File: src/rtl/paddle_555_sampler_if.sv
// Signal bundle between the paddle sampler, the 555 timer circuit and the paddle renderer.
// o_State is a debug view of the sampler FSM (0 IDLE, 1 TRIGGER, 2 WAIT_HIGH, 3 MEASURE, 4 DONE).
`timescale 1ns/1ps
interface paddle_555_sampler_if #(
   parameter int POS_WIDTH = 10
);
   logic                 i_VSync;
   logic                 i_555_Output;
   logic                 o_555_Trigger;
   logic [POS_WIDTH-1:0] o_Position;
   logic                 o_Valid;
   logic                 o_Timeout;
   logic [2:0]           o_State;

   // o_Valid is a one-cycle strobe with no ready/back-pressure: the consumer must take
   // o_Position in that cycle; o_Position stays stable between strobes.
   modport master (
      input  i_VSync, i_555_Output,
      output o_555_Trigger, o_Position, o_Valid, o_Timeout, o_State
   );

   modport slave (
      output i_VSync, i_555_Output,
      input  o_555_Trigger, o_Position, o_Valid, o_Timeout, o_State
   );
endinterface

File: src/rtl/paddle_555_sampler.sv
// Once per frame: pulse the 555 trigger, time the 555 output pulse, scale and clamp it into a paddle Y.
// Optional build macro PADDLE_SMOOTH_EN averages each new position with the previous one.
`timescale 1ns/1ps
module paddle_555_sampler #(
   parameter int TRIG_CYCLES = 25,
   parameter int CNT_WIDTH   = 18,
   parameter int MAX_COUNT   = 250000,
   parameter int SHIFT       = 9,
   parameter int POS_WIDTH   = 10,
   parameter int POS_MAX     = 440
) (
   input  logic                  i_Clk,
   input  logic                  i_Rst_L,
   paddle_555_sampler_if.master  bus
);

   typedef enum logic [2:0] {
      IDLE      = 3'd0,
      TRIGGER   = 3'd1,
      WAIT_HIGH = 3'd2,
      MEASURE   = 3'd3,
      DONE      = 3'd4
   } state_t;

   localparam logic [CNT_WIDTH-1:0] TRIG_LAST = CNT_WIDTH'(TRIG_CYCLES - 1);
   localparam logic [CNT_WIDTH-1:0] MAX_LAST  = CNT_WIDTH'(MAX_COUNT - 1);
   localparam logic [CNT_WIDTH-1:0] MAX_C     = CNT_WIDTH'(MAX_COUNT);
   localparam logic [CNT_WIDTH-1:0] POS_MAX_C = CNT_WIDTH'(POS_MAX);
   localparam logic [CNT_WIDTH-1:0] CNT_ONE   = CNT_WIDTH'(1);

   state_t               state_q, state_d;
   logic [CNT_WIDTH-1:0] cnt_q, cnt_d;
   logic                 sync1_q, s555_q;
   logic                 vsync_prev_q;
   logic                 trig_q, trig_d;
   logic                 valid_q, valid_d;
   logic                 timeout_q, timeout_d;
   logic [POS_WIDTH-1:0] pos_q, pos_d;

   logic                 frame_start;
   logic [CNT_WIDTH-1:0] shifted;
   logic [POS_WIDTH-1:0] clamped;
   logic [POS_WIDTH-1:0] pos_new;

   // i_555_Output is asynchronous; only the second flop's output is ever used.
   always_ff @(posedge i_Clk or negedge i_Rst_L) begin
      if (!i_Rst_L) begin
         sync1_q      <= 1'b0;
         s555_q       <= 1'b0;
         vsync_prev_q <= 1'b1;
      end else begin
         sync1_q      <= bus.i_555_Output;
         s555_q       <= sync1_q;
         vsync_prev_q <= bus.i_VSync;
      end
   end

   assign frame_start = vsync_prev_q & ~bus.i_VSync;

   assign shifted = cnt_q >> SHIFT;
   assign clamped = (shifted > POS_MAX_C) ? POS_WIDTH'(POS_MAX) : POS_WIDTH'(shifted);

`ifdef PADDLE_SMOOTH_EN
   logic [POS_WIDTH:0] pos_sum;
   assign pos_sum = {1'b0, pos_q} + {1'b0, clamped};
   assign pos_new = POS_WIDTH'(pos_sum >> 1);
`else
   assign pos_new = clamped;
`endif

   always_ff @(posedge i_Clk or negedge i_Rst_L) begin
      if (!i_Rst_L) begin
         state_q   <= IDLE;
         cnt_q     <= '0;
         trig_q    <= 1'b1;
         valid_q   <= 1'b0;
         timeout_q <= 1'b0;
         pos_q     <= '0;
      end else begin
         state_q   <= state_d;
         cnt_q     <= cnt_d;
         trig_q    <= trig_d;
         valid_q   <= valid_d;
         timeout_q <= timeout_d;
         pos_q     <= pos_d;
      end
   end

   // Outputs are registered from next-state values, so o_Valid is high exactly in DONE
   // and the trigger is low exactly while in TRIGGER.
   always_comb begin
      state_d   = state_q;
      cnt_d     = cnt_q;
      trig_d    = 1'b1;
      valid_d   = 1'b0;
      timeout_d = timeout_q;
      pos_d     = pos_q;
      case (state_q)
         IDLE: begin
            if (frame_start) begin
               state_d = TRIGGER;
               cnt_d   = '0;
               trig_d  = 1'b0;
            end
         end
         TRIGGER: begin
            if (cnt_q == TRIG_LAST) begin
               state_d = WAIT_HIGH;
               cnt_d   = '0;
            end else begin
               cnt_d  = cnt_q + CNT_ONE;
               trig_d = 1'b0;
            end
         end
         WAIT_HIGH: begin
            if (s555_q) begin
               // The high sample that ends the wait is the pulse's first cycle.
               state_d = MEASURE;
               cnt_d   = CNT_ONE;
            end else if (cnt_q == MAX_LAST) begin
               state_d   = IDLE;
               cnt_d     = MAX_C;
               timeout_d = 1'b1;
            end else begin
               cnt_d = cnt_q + CNT_ONE;
            end
         end
         MEASURE: begin
            if (!s555_q) begin
               state_d   = DONE;
               valid_d   = 1'b1;
               timeout_d = 1'b0;
               pos_d     = pos_new;
            end else if (cnt_q == MAX_LAST) begin
               state_d   = IDLE;
               cnt_d     = MAX_C;
               timeout_d = 1'b1;
            end else begin
               cnt_d = cnt_q + CNT_ONE;
            end
         end
         DONE: begin
            state_d = IDLE;
         end
         default: begin
            state_d = IDLE;
         end
      endcase
   end

   assign bus.o_555_Trigger = trig_q;
   assign bus.o_Position    = pos_q;
   assign bus.o_Valid       = valid_q;
   assign bus.o_Timeout     = timeout_q;
   assign bus.o_State       = state_q;

endmodule

File: src/flat_wrapper.sv
// flat-port wrapper written by rule: the top's interface ports become plain ports
module paddle_555_sampler_flat 
#(
   parameter int TRIG_CYCLES = 25,
   parameter int CNT_WIDTH   = 18,
   parameter int MAX_COUNT   = 250000,
   parameter int SHIFT       = 9,
   parameter int POS_WIDTH   = 10,
   parameter int POS_MAX     = 440
)
  (i_Clk, i_Rst_L, bus_i_VSync, bus_i_555_Output, bus_o_555_Trigger, bus_o_Position, bus_o_Valid, bus_o_Timeout, bus_o_State);
  paddle_555_sampler_if #(.POS_WIDTH(POS_WIDTH)) bus_i ();
  input  logic i_Clk;
  input  logic i_Rst_L;
  input wire logic [$bits(bus_i.i_VSync)-1:0] bus_i_VSync;
  input wire logic [$bits(bus_i.i_555_Output)-1:0] bus_i_555_Output;
  output wire logic [$bits(bus_i.o_555_Trigger)-1:0] bus_o_555_Trigger;
  output wire logic [$bits(bus_i.o_Position)-1:0] bus_o_Position;
  output wire logic [$bits(bus_i.o_Valid)-1:0] bus_o_Valid;
  output wire logic [$bits(bus_i.o_Timeout)-1:0] bus_o_Timeout;
  output wire logic [$bits(bus_i.o_State)-1:0] bus_o_State;
  assign bus_i.i_VSync = bus_i_VSync;
  assign bus_i.i_555_Output = bus_i_555_Output;
  assign bus_o_555_Trigger = bus_i.o_555_Trigger;
  assign bus_o_Position = bus_i.o_Position;
  assign bus_o_Valid = bus_i.o_Valid;
  assign bus_o_Timeout = bus_i.o_Timeout;
  assign bus_o_State = bus_i.o_State;
  paddle_555_sampler #(.TRIG_CYCLES(TRIG_CYCLES), .CNT_WIDTH(CNT_WIDTH), .MAX_COUNT(MAX_COUNT), .SHIFT(SHIFT), .POS_WIDTH(POS_WIDTH), .POS_MAX(POS_MAX)) u_core (.i_Clk(i_Clk), .i_Rst_L(i_Rst_L), .bus(bus_i));
endmodule
File: config.mk
export PLATFORM = sky130hd
export DESIGN_NAME = paddle_555_sampler_flat
export DESIGN_NICKNAME = d
export VERILOG_FILES = /design/src/rtl/paddle_555_sampler_if.sv /design/src/rtl/paddle_555_sampler.sv /design/src/flat_wrapper.sv
export SDC_FILE = /design/constraint.sdc
export NUM_CORES = 1
export LEC_CHECK = 0
export ABC_AREA = 1
export CORE_UTILIZATION = 56
export DETAILED_ROUTE_END_ITERATION = 10
export PLACE_DENSITY = 0.78
export SLEW_MARGIN = 10
export SYNTH_ARGS = -nofsm -noshare
export SYNTH_HDL_FRONTEND = slang
export SYNTH_SLANG_ARGS = --single-unit
File: constraint.sdc
create_clock -name i_Clk -period 1.92 [get_ports i_Clk]
set_input_delay 0.288 -clock i_Clk [delete_from_list [all_inputs] [get_ports i_Clk]]
set_output_delay 0.288 -clock i_Clk [all_outputs]
set_load 0.05 [all_outputs]
; Yosys cells after proc, flatten, opt, wreduce, memory -nomap -nowiden
; Index checks and enable logic that the tools add are counted.
[word_totals]
regBits = 37
latchBits = 0
mem_bits_rw = 0
mem_bits_ro = 0
inputBits = 4
word_cells = 52
mem_count = 0
[classes]
add_sub_neg = 1
n_mul = 0
n_div = 0
n_lt_le_gt_ge = 1
n_eq_ne = 9
shift = 0
mux = 22
bitwise = 3
reduce_logical = 7
[ops]
columns = cell, count
row1 = $mux W18, 5
row2 = $pmux W18 S4, 1
row3 = $add A18 B1 Y18 const B, 1
row4 = $eq A18 B18 Y1 const B, 1
row5 = $eq A18 B5 Y1 const B, 1
row6 = $mux W3, 5
row7 = $pmux W3 S4, 1
row8 = $gt A9 B9 Y1 const B, 1
row9 = $mux W9, 1
row10 = $mux W1, 7
row11 = $eq A3 B2 Y1 const B, 2
row12 = $ne A2 B1 Y1 const B, 3
row13 = $reduce_and A2 Y1, 3
row14 = $pmux W1 S2, 2
row15 = $reduce_bool A4 Y1, 1
row16 = $eq A3 B1 Y1 const B, 1
row17 = $logic_not A3 Y1, 1
row18 = $reduce_and A3 Y1, 1
row19 = $ne A2 B2 Y1 const B, 1
row20 = $not A1 Y1, 2
row21 = $reduce_bool A2 Y1, 1
row22 = $and A1 B1 Y1, 1

; Depth between registers and ports, before layout
; Gate-level depths: netlist of the first run.
[logic_depth]
word_depth = 4
depth_mapped = 10
mapped_depth_nobuf = 9

; Least setup slack after synthesis of the first run
; No wires, ideal clock.
[synth_path]
path_kind = register to register
from = register u_core.state_q[1] (netlist: u_core.bus.o_State[1])
to = register u_core.cnt_q[8]
setup_time_ns = 0.114
arrival_ns = 1.607
required_time_ns = 1.806
setup_slack_ns = 0.199
path_stages_with_launch = 10
n_path_buf = 1
path_cell_list = dfrtp_1 > nand3_2 > inv_2 > nand2_4 > nand2_4 > buf_6 > nor2_2 > or2_1 > nand3_1 > inv_1
[synth_via]
elab_chain_len = 3
elab_cells_between_ends = 9
[synth_rtl]
columns = element, line_no
row1 = "start, declared", paddle_555_sampler.sv:31  ; state_t state_q, state_d;
row2 = "start signal, assigned", paddle_555_sampler.sv:80  ; state_q <= state_d;
row3 = $eq A3 B2 Y1 (tied with other cells), paddle_555_sampler.sv:98  ; case (state_q)
row4 = $ne A2 B1 Y1 (no source line) / $reduce_bool A4 Y1 (equally long branches), --
row5 = $reduce_and A3 Y1 (no source line), --
row6 = "end signal, assigned", paddle_555_sampler.sv:81  ; cnt_q <= cnt_d;
row7 = "end, declared", paddle_555_sampler.sv:32  ; logic [CNT_WIDTH-1:0] cnt_q, cnt_d;
; Parallel ways exist; a longest one is shown, timed or not.
; A chain may end at the register's enable or synchronous reset.

; Final worst setup path of the first run
[layout_path]
from = register u_core.pos_q[2] (netlist: u_core.bus.o_Position[2])
to = output port bus_o_Position[2]
[layout_lines]
columns = element, line_no
row1 = "start, declared", paddle_555_sampler.sv:38  ; logic [POS_WIDTH-1:0] pos_q, pos_d;
row2 = "start signal, assigned", paddle_555_sampler.sv:85  ; pos_q <= pos_d;
row3 = "end, declared", flat_wrapper.sv:18  ; output wire logic [$bits(bus_i.o_Position)-1:0] bus_o_Position;
; No word-level cell between the ends.

==> flow_summary.toml, run 1 <==
[status]
status = "completed"

[placement]
gp_congestion = 0.920
port_buffers = 18
hpwl_um = 3010

[setup_path]
crit_buf_inv = 1
crit_cells = 1
path_cells = "clkdlybuf4s50_1"
worst_path_max_delay_cell = "clkdlybuf4s50_1"
reg2reg_from = "u_core.cnt_q[0]"
ff2ff_setup_slack_ps = 230
endpoint_kind = "output pin"
arrival_ps = 1500
critPathRequiredTime_ps = 1630
r2r-end = "u_core.cnt_q[14]"
cp-endpoint = "bus_o_Position[2]"
setup.worst_path.start = "u_core.bus.o_Position[2]"
rr_worst_depth = 8
setup.worst_path.class = "flop to output pin"
start_kind = "flop"
cp_top_family = "buffers and inverters"
worst-path-max-fanout = 2
max_stage_delay_ps = 800

[drt]
viasPerCell = 5.06
wl_per_cell_um = 11.9
first_pass_iters = 5
drtIter0Drc = 119
wl_um = 3990
drc_errors = 0
ant_nets = 0
vias = 1696

[timing]
slew_headroom_pct = 48.3
worst_slew_pin_slew_ps = 776
final-setup-viol-count = 0
fmax_mhz = 560
final_hold_viol_count = 0
rsz0062_at_grt = "false"
fin_worst_skew_ps = 9.08
period_needed_ps = 1790
fin_setup_tns_ps = 0
slew_violations = 0
finalCritPeriodShare_pct = 93.0

[cells_and_area]
finalNetCount = 294
multi_input_area_sq_um = 963
antennaDiodeCount = 0
regArea_sq_um = 903
area_growth_pct = 14.4
fillerInstances = 294
drive_gt1_share_pct = 13.8

[synthesis]
syn-cell-area_sq_um = 2040
synth_edf_count = 0
yosysSeqAreaShare_pct = 44.3
syn_avg_cell_area_sq_um = 7.77
synthDistinctLibCells = 35
synth_seq_cells = 36
ys_warn_count = 0
synth_ff_type = "dfrtp_1"
syn_nets = 268
async_flop_share_pct = 100
synth_cells = 262

[global_route]
antenna_found_initial = 0
grt_pass1_vias = 1639
grt_use_total_pct = 23.5
grt_max_degree = 37
grt_overflow = 0
grt_pass1_wl_um = 7130

[min_path]
worstHoldPathType = "primary input to async pin"

[floorplan]
core_area_sq_um = 3420
ioPinCount = 20
rows = 21
die_x_um = 62.3
die-area_sq_um = 3880
start_util_pct = 59.6
die_y_um = 62.3

[cts]
clk_path_buf_depth = 2
cts_tree = "done"
path_clk_slew_ps = 100
cts_inserted_buffers = 5
clock-sinks = 36
clk_latency_ps = 340
htreeDepth = 2
cts-root-buf = "clkbuf_4"

[pwr]
p_leak_nw = 1.20
report.power.total_mw = 2.59
power_density_nw_per_um2 = 1110
ir_worst_vdd_uv = 773

[run]
drv_cap = 0
-- stage by stage --
| step | cell area (sq um) | cells | setup WS, ps | hold slack [ps] | util, % |
|---|---|---|---|---|---|
| 6_report | 2330 | 335 | 135 | 17.4 | 68.2 |
| 5_1_grt | 2330 | 335 | 76.8 | 80.2 | 68.2 |
| 4_1_cts | 2330 | 335 | 116 | 33.1 | 68.2 |
| 3_5_place_dp | 2270 | 327 | 82.9 | 342 | 66.5 |
| 3_3_place_gp | 2270 | 327 | 165 | 334 | 66.5 |
| 2_1_floorplan | 2040 | 262 | 199 | -7.59 | - |
-- cell type report --
cell class	count	share of cell area [%]
clock buffers	6	2.20
clock inverters	2	0.430
inverters	35	5.64
multi-input cells	186	41.4
flip-flops and latches	36	38.8
well taps	46	2.47
repair buffers	24	9.13
-- cell usage after synthesis, types with 3 or more instances --
| master | number | share of area, % |
|---|---|---|
| nor2_1 | 33 | 6.1 |
| nand2_1 | 65 | 12 |
| a21oi_1 | 5 | 1.2 |
| xor2_1 | 7 | 3.0 |
| nand2_2 | 3 | 0.92 |
| o21ai_0 | 10 | 2.5 |
| nor3_1 | 4 | 0.98 |
| o21ai_2 | 4 | 1.7 |
| nand3_1 | 29 | 7.1 |
| dfrtp_1 | 34 | 42 |
| inv_1 | 32 | 5.9 |
| nand3_2 | 3 | 1.5 |
-- how the worst min path moves through the flow --
stage / startpoint / endpoint / slack, ps
2_1_floorplan: i_Rst_L / u_core.bus.o_Position[0] / -8
3_3_place_gp: u_core.sync1_q / u_core.s555_q / 330
3_5_place_dp: u_core.sync1_q / u_core.s555_q / 340
4_1_cts: i_Rst_L / u_core.bus.o_Position[8] / 30
5_1_grt: i_Rst_L / u_core.bus.o_Position[4] / 80
6_report: i_Rst_L / u_core.cnt_q[4] / 20
-- flip-flops by register name, summed over array words and instances, names as in the netlist --
register                  cells
u_core.vsync_prev_q           1
u_core.bus.o_State            3
u_core.s555_q                 1
u_core.bus.o_Timeout          1
u_core.bus.o_Valid            1
u_core.sync1_q                1
u_core.bus.o_Position         9
u_core.cnt_q                 18
u_core.bus.o_555_Trigger      1
-- what timing repair did --
item                                    CTS  global route
resized for setup                         2             0
hold buffers                              0             0
endpoints found under the setup margin    2             0
buffers inserted                          0             0
-- cells in the final DEF (no fill, tap or decap), types with 3 or more instances in the layout --
cell | netlist | layout
clkdlybuf4s50_1 | 0 | 13
xor2_1 | 7 | 7
nand2_2 | 3 | 3
o21ai_0 | 10 | 10
clkbuf_4 | 0 | 5
o21ai_2 | 4 | 4
dfrtp_1 | 34 | 34
buf_4 | 1 | 8
a21oi_1 | 5 | 5
nor2_1 | 33 | 33
nand2_1 | 65 | 65
inv_1 | 32 | 32
nand3_2 | 3 | 3
nor3_1 | 4 | 4
nand3_1 | 29 | 29
-- report_power, final --
group	switching, mW	internal [mW]
Combinational	0.840	0.377
Sequential	0.0957	0.867
Clock	0.240	0.174
Total	1.18	1.42
-- metal layers --
metal / track usage [%] / up-vias / part of all wire (%)
met4: 9.88 / 0 / 1.5
met1: 31.6 / 774 / 50
met5: 0 / - / 0
met3: 3.86 / 6 / 3.8
met2: 37.6 / 37 / 45
li1: - / 879 / -
-- cells by family after synthesis --
family          count (synthesis)  share of synthesized area [%]
buf+inv                        40                           8.35
compound gates                 25                           7.99
other cells                     1                          0.184
simple gates                  149                           34.0
xor+xnor                        9                           3.87
flops                          36                           44.3
fa+ha+maj                       2                           1.23
Note: power is estimated with default switching activity, not from simulation.
==> inputs of run 2 (changes only) <==
--- a/config.mk
+++ b/config.mk
@@ -8,7 +8,7 @@
 export ABC_AREA = 1
 export CORE_UTILIZATION = 56
 export DETAILED_ROUTE_END_ITERATION = 10
-export PLACE_DENSITY = 0.78
+export PLACE_DENSITY = 0.79
 export SLEW_MARGIN = 10
 export SYNTH_ARGS = -nofsm -noshare
 export SYNTH_HDL_FRONTEND = slang
==> flow_summary.toml, run 2 (same netlist as run 1, synthesis figures left out) <==
[cts]
clk_path_buf_depth = 2
cts_inserted_buffers = 5
clk_latency_ps = 340
cts_tree = "done"
clock-sinks = 36
path_clk_slew_ps = 110
cts-root-buf = "clkbuf_4"
htreeDepth = 2
cts_post_setup_buffers_inserted = 0

[global_route]
grt_max_degree = 37
grt_use_total_pct = 24.2
grt_overflow = 0
grt_pass1_wl_um = 7250
antenna_found_initial = 0
grt_pass1_vias = 1606

[floorplan]
start_util_pct = 59.6
rows = 21
ioPinCount = 20
die_y_um = 62.3
die-area_sq_um = 3880
core_area_sq_um = 3420
die_x_um = 62.3

[timing]
slew_violations = 0
final_hold_viol_count = 0
fin_setup_tns_ps = 0
slew_headroom_pct = 49.0
fmax_mhz = 554
final-setup-viol-count = 0
rsz0062_at_grt = "false"
period_needed_ps = 1800
finalCritPeriodShare_pct = 94.0
worst_slew_pin_slew_ps = 765
fin_worst_skew_ps = 10.0

[setup_path]
ff2ff_setup_slack_ps = 220
r2r-end = "u_core.cnt_q[16]"
arrival_ps = 1520
worst_path_max_delay_cell = "clkdlybuf4s50_1"
reg2reg_from = "u_core.cnt_q[0]"
endpoint_kind = "output pin"
crit_buf_inv = 1
start_kind = "flop"
max_stage_delay_ps = 800
path_cells = "clkdlybuf4s50_1"
cp_top_family = "buffers and inverters"
critPathRequiredTime_ps = 1630
setup.worst_path.class = "flop to output pin"
setup.worst_path.start = "u_core.bus.o_Timeout"
worst-path-max-fanout = 2
rr_worst_depth = 8

[cells_and_area]
largest_reg_flops = 18
fillerInstances = 293
fin_util_pct = 68.8
top_register = "u_core.cnt_q"
finalNetCount = 294
area_growth_pct = 15.3
drive_gt1_share_pct = 13.8
final_cell_mix = "nand2_1, dfrtp_1, nor2_1"
final_common_cell = "nand2_1"
antennaDiodeCount = 0

[drt]
first_pass_iters = 4
wl_um = 4100
wl_per_cell_um = 12.2
viasPerCell = 5.19
drc_errors = 0
ant_nets = 0
vias = 1739
drtIter0Drc = 117

[placement]
gp_congestion = 0.895
port_buffers = 18
hpwl_um = 3050

[run]
drv_cap = 0

[pwr]
power_density_nw_per_um2 = 1150
p_leak_nw = 1.20
ir_worst_vdd_uv = 658

[status]
status = "completed"

[min_path]
worstHoldPathType = "primary input to async pin"
## run 2: layout make-up
cell class | instances | area, sq um | area share (%)
clock inverter | 3 | 42.5 | 1.81
sequential | 36 | 903 | 38.5
timing repair buffer | 24 | 213 | 9.06
clock buffer | 5 | 37.5 | 1.60
inverter | 35 | 131 | 5.59
multi-input combinational | 186 | 963 | 41.0
tap | 46 | 57.6 | 2.45
## run 2: routing by layer
metal / GRT usage (%) / wire length [um] / vias to the layer above
li1: - / - / 876
met1: 33.5 / 1980 / 814
met2: 37.5 / 1880 / 42
met3: 4.23 / 154 / 7
met4: 10.5 / 84 / 0
met5: 0 / 0 / -
## run 2: worst max-delay path by stage
stage	depth (start not counted)	slack, ps	endpoint
4_1_cts	1	100	bus_o_Timeout
3_5_place_dp	9	120	u_core.cnt_q[11]
2_1_floorplan	9	200	u_core.cnt_q[8]
3_3_place_gp	9	180	u_core.cnt_q[9]
6_report	1	120	bus_o_Timeout
5_1_grt	1	60	bus_o_Position[1]
## run 2: timing repair
action	in CTS	in global routing
endpoints found under the setup margin	2	0
hold buffers	0	0
resized for setup	2	0
## run 2: per-stage QoR
stage	power [mW]	hold WS [ps]	setup WS, ps	area (sq um)	cells
floorplan	1.91	-7.59	199	2040	262
global placement	2.17	338	183	2270	327
detailed placement	2.19	340	124	2270	327
CTS	2.72	30.1	95.7	2350	335
global route	2.89	62.5	56.5	2350	335
finish	2.71	4.06	115	2350	335
## run 2: power breakdown
part | switching (mW) | internal (mW) | leakage [nW]
clock | 0.258 | 0.271 | 0.0412
sequential | 0.0951 | 0.867 | 0.480
combinational | 0.838 | 0.376 | 0.683
==> inputs of run 3 (changes only) <==
--- a/config.mk
+++ b/config.mk
@@ -6,6 +6,7 @@
 export NUM_CORES = 1
 export LEC_CHECK = 0
 export ABC_AREA = 1
+export CORE_ASPECT_RATIO = 0.8
 export CORE_UTILIZATION = 56
 export DETAILED_ROUTE_END_ITERATION = 10
 export PLACE_DENSITY = 0.79
==> flow_summary.toml, run 3 (same netlist as run 1, synthesis figures left out) <==
[drt]
drtIter0Drc = 162
wl_per_cell_um = 12.3
first_pass_iters = 6
drc_errors = 0
wl_um = 4080
viasPerCell = 5.38
ant_nets = 0
vias = 1781

[setup_path]
path_cells = "clkdlybuf4s50_1"
setup.worst_path.class = "flop to output pin"
rr_worst_depth = 8
max_stage_delay_ps = 840
reg2reg_from = "u_core.cnt_q[0]"
ff2ff_setup_slack_ps = 290
r2r-end = "u_core.cnt_q[4]"
worst-path-max-fanout = 5
arrival_ps = 1560
endpoint_kind = "output pin"
cp_top_family = "buffers and inverters"
crit_buf_inv = 1
worst_path_max_delay_cell = "clkdlybuf4s50_1"
critPathRequiredTime_ps = 1630
start_kind = "flop"

[timing]
fmax_mhz = 540
finalCritPeriodShare_pct = 96.4
fin_setup_tns_ps = 0
final_hold_viol_count = 0
fin_worst_skew_ps = 7.74
slew_violations = 0
slew_headroom_pct = 49.8
period_needed_ps = 1850
fin_hold_ws_ps = 70.5
rsz0062_at_grt = "false"
worst_slew_pin_slew_ps = 753
final-setup-viol-count = 0

[cts]
clock-sinks = 36
path_clk_slew_ps = 70
cts_inserted_buffers = 5
clk_latency_ps = 280
cts_tree = "done"
htreeDepth = 2
clk_path_buf_depth = 2
cts_post_setup_buffers_inserted = 0
cts-root-buf = "clkbuf_8"

[pwr]
swShare_pct = 42.6
power_density_nw_per_um2 = 1160
switchingPower_mw = 1.17
pwr-share-clk_pct = 20.8
p_leak_nw = 1.22
internal-power_mw = 1.58
seq_power_share_pct = 35.0
ir_worst_vdd_uv = 790
power.share.combinational_pct = 44.2

[global_route]
grtUsageMet3_pct = 5.43
grt_use_total_pct = 23.6
grt_overflow = 0
grt_max_degree = 37
use_met2_pct = 33.8
grt_pass1_wl_um = 7230
antenna_found_initial = 0
grt_util_met1_pct = 35.8
gr-max-usage-layer = "met1"
grt_pass1_vias = 1565

[floorplan]
die_y_um = 55.9
die-area_sq_um = 3880
start_util_pct = 59.1
rows = 19
core_area_sq_um = 3450
die_x_um = 69.4
ioPinCount = 20

[cells_and_area]
final_area_sq_um = 2370
finalNetCount = 294
largest_reg_flops = 18
drive_gt1_share_pct = 13.1
top_register = "u_core.cnt_q"
antennaDiodeCount = 0
final_common_cell = "nand2_1"
area_growth_pct = 16.4
final_cell_mix = "nand2_1, dfrtp_1, nor2_1"

[placement]
placed_area_sq_um = 2270
hpwl_um = 3060
gp_congestion = 0.913
port_buffers = 18

[run]
drv_cap = 0

[min_path]
worstHoldPathType = "primary input to async pin"

[status]
status = "completed"
## run 3: power groups by stage
stage | clock (mW) | sequential (mW) | combinational (mW)
after floorplan | 0 | 1.20 | 0.712
after global placement | 0 | 0.975 | 1.19
after detailed placement | 0 | 0.978 | 1.22
after CTS | 0.580 | 0.963 | 1.22
after global routing | 0.619 | 0.978 | 1.33
final | 0.573 | 0.965 | 1.22
## run 3: what timing repair did
action                                  4_1_cts  5_1_grt
hold buffers                                  0        0
endpoints found under the setup margin        0        1
gates resized for setup                       0        1
## run 3: layer usage
| metal | routed length (um) | vias to the layer above |
|---|---|---|
| met3 | 296 | 8 |
| li1 | - | 878 |
| met2 | 1740 | 74 |
| met1 | 1990 | 821 |
| met4 | 55 | 0 |
| met5 | 0 | - |
## run 3: per-stage QoR
stage / worst slack (ps) / util (%) / instances / power [mW]
2_1_floorplan: 199 / - / 262 / 1.91
3_3_place_gp: 135 / 65.8 / 323 / 2.17
3_5_place_dp: 51.0 / 65.8 / 323 / 2.19
4_1_cts: 40.3 / 68.7 / 331 / 2.76
5_1_grt: 13.2 / 68.8 / 331 / 2.93
6_report: 68.5 / 68.8 / 331 / 2.76
## run 3: cell type report
type	count	area (sq um)
clock buffer	8	100
timing repair buffer	24	220
inverter	35	131
tap	42	52.6
fill	297	1080
multi-input combinational	186	963
sequential	36	903
## run 3: worst max path at each step
stage	endpoint	start	depth (start not counted)	slack, ps
6_report	bus_o_State[2]	u_core.bus.o_State[2]	1	70
5_1_grt	bus_o_State[2]	u_core.bus.o_State[2]	1	10
4_1_cts	bus_o_State[1]	u_core.bus.o_State[1]	1	40
3_5_place_dp	u_core.cnt_q[9]	bus_i_VSync	9	50
3_3_place_gp	u_core.cnt_q[9]	bus_i_VSync	9	140
2_1_floorplan	u_core.cnt_q[8]	u_core.bus.o_State[1]	9	200
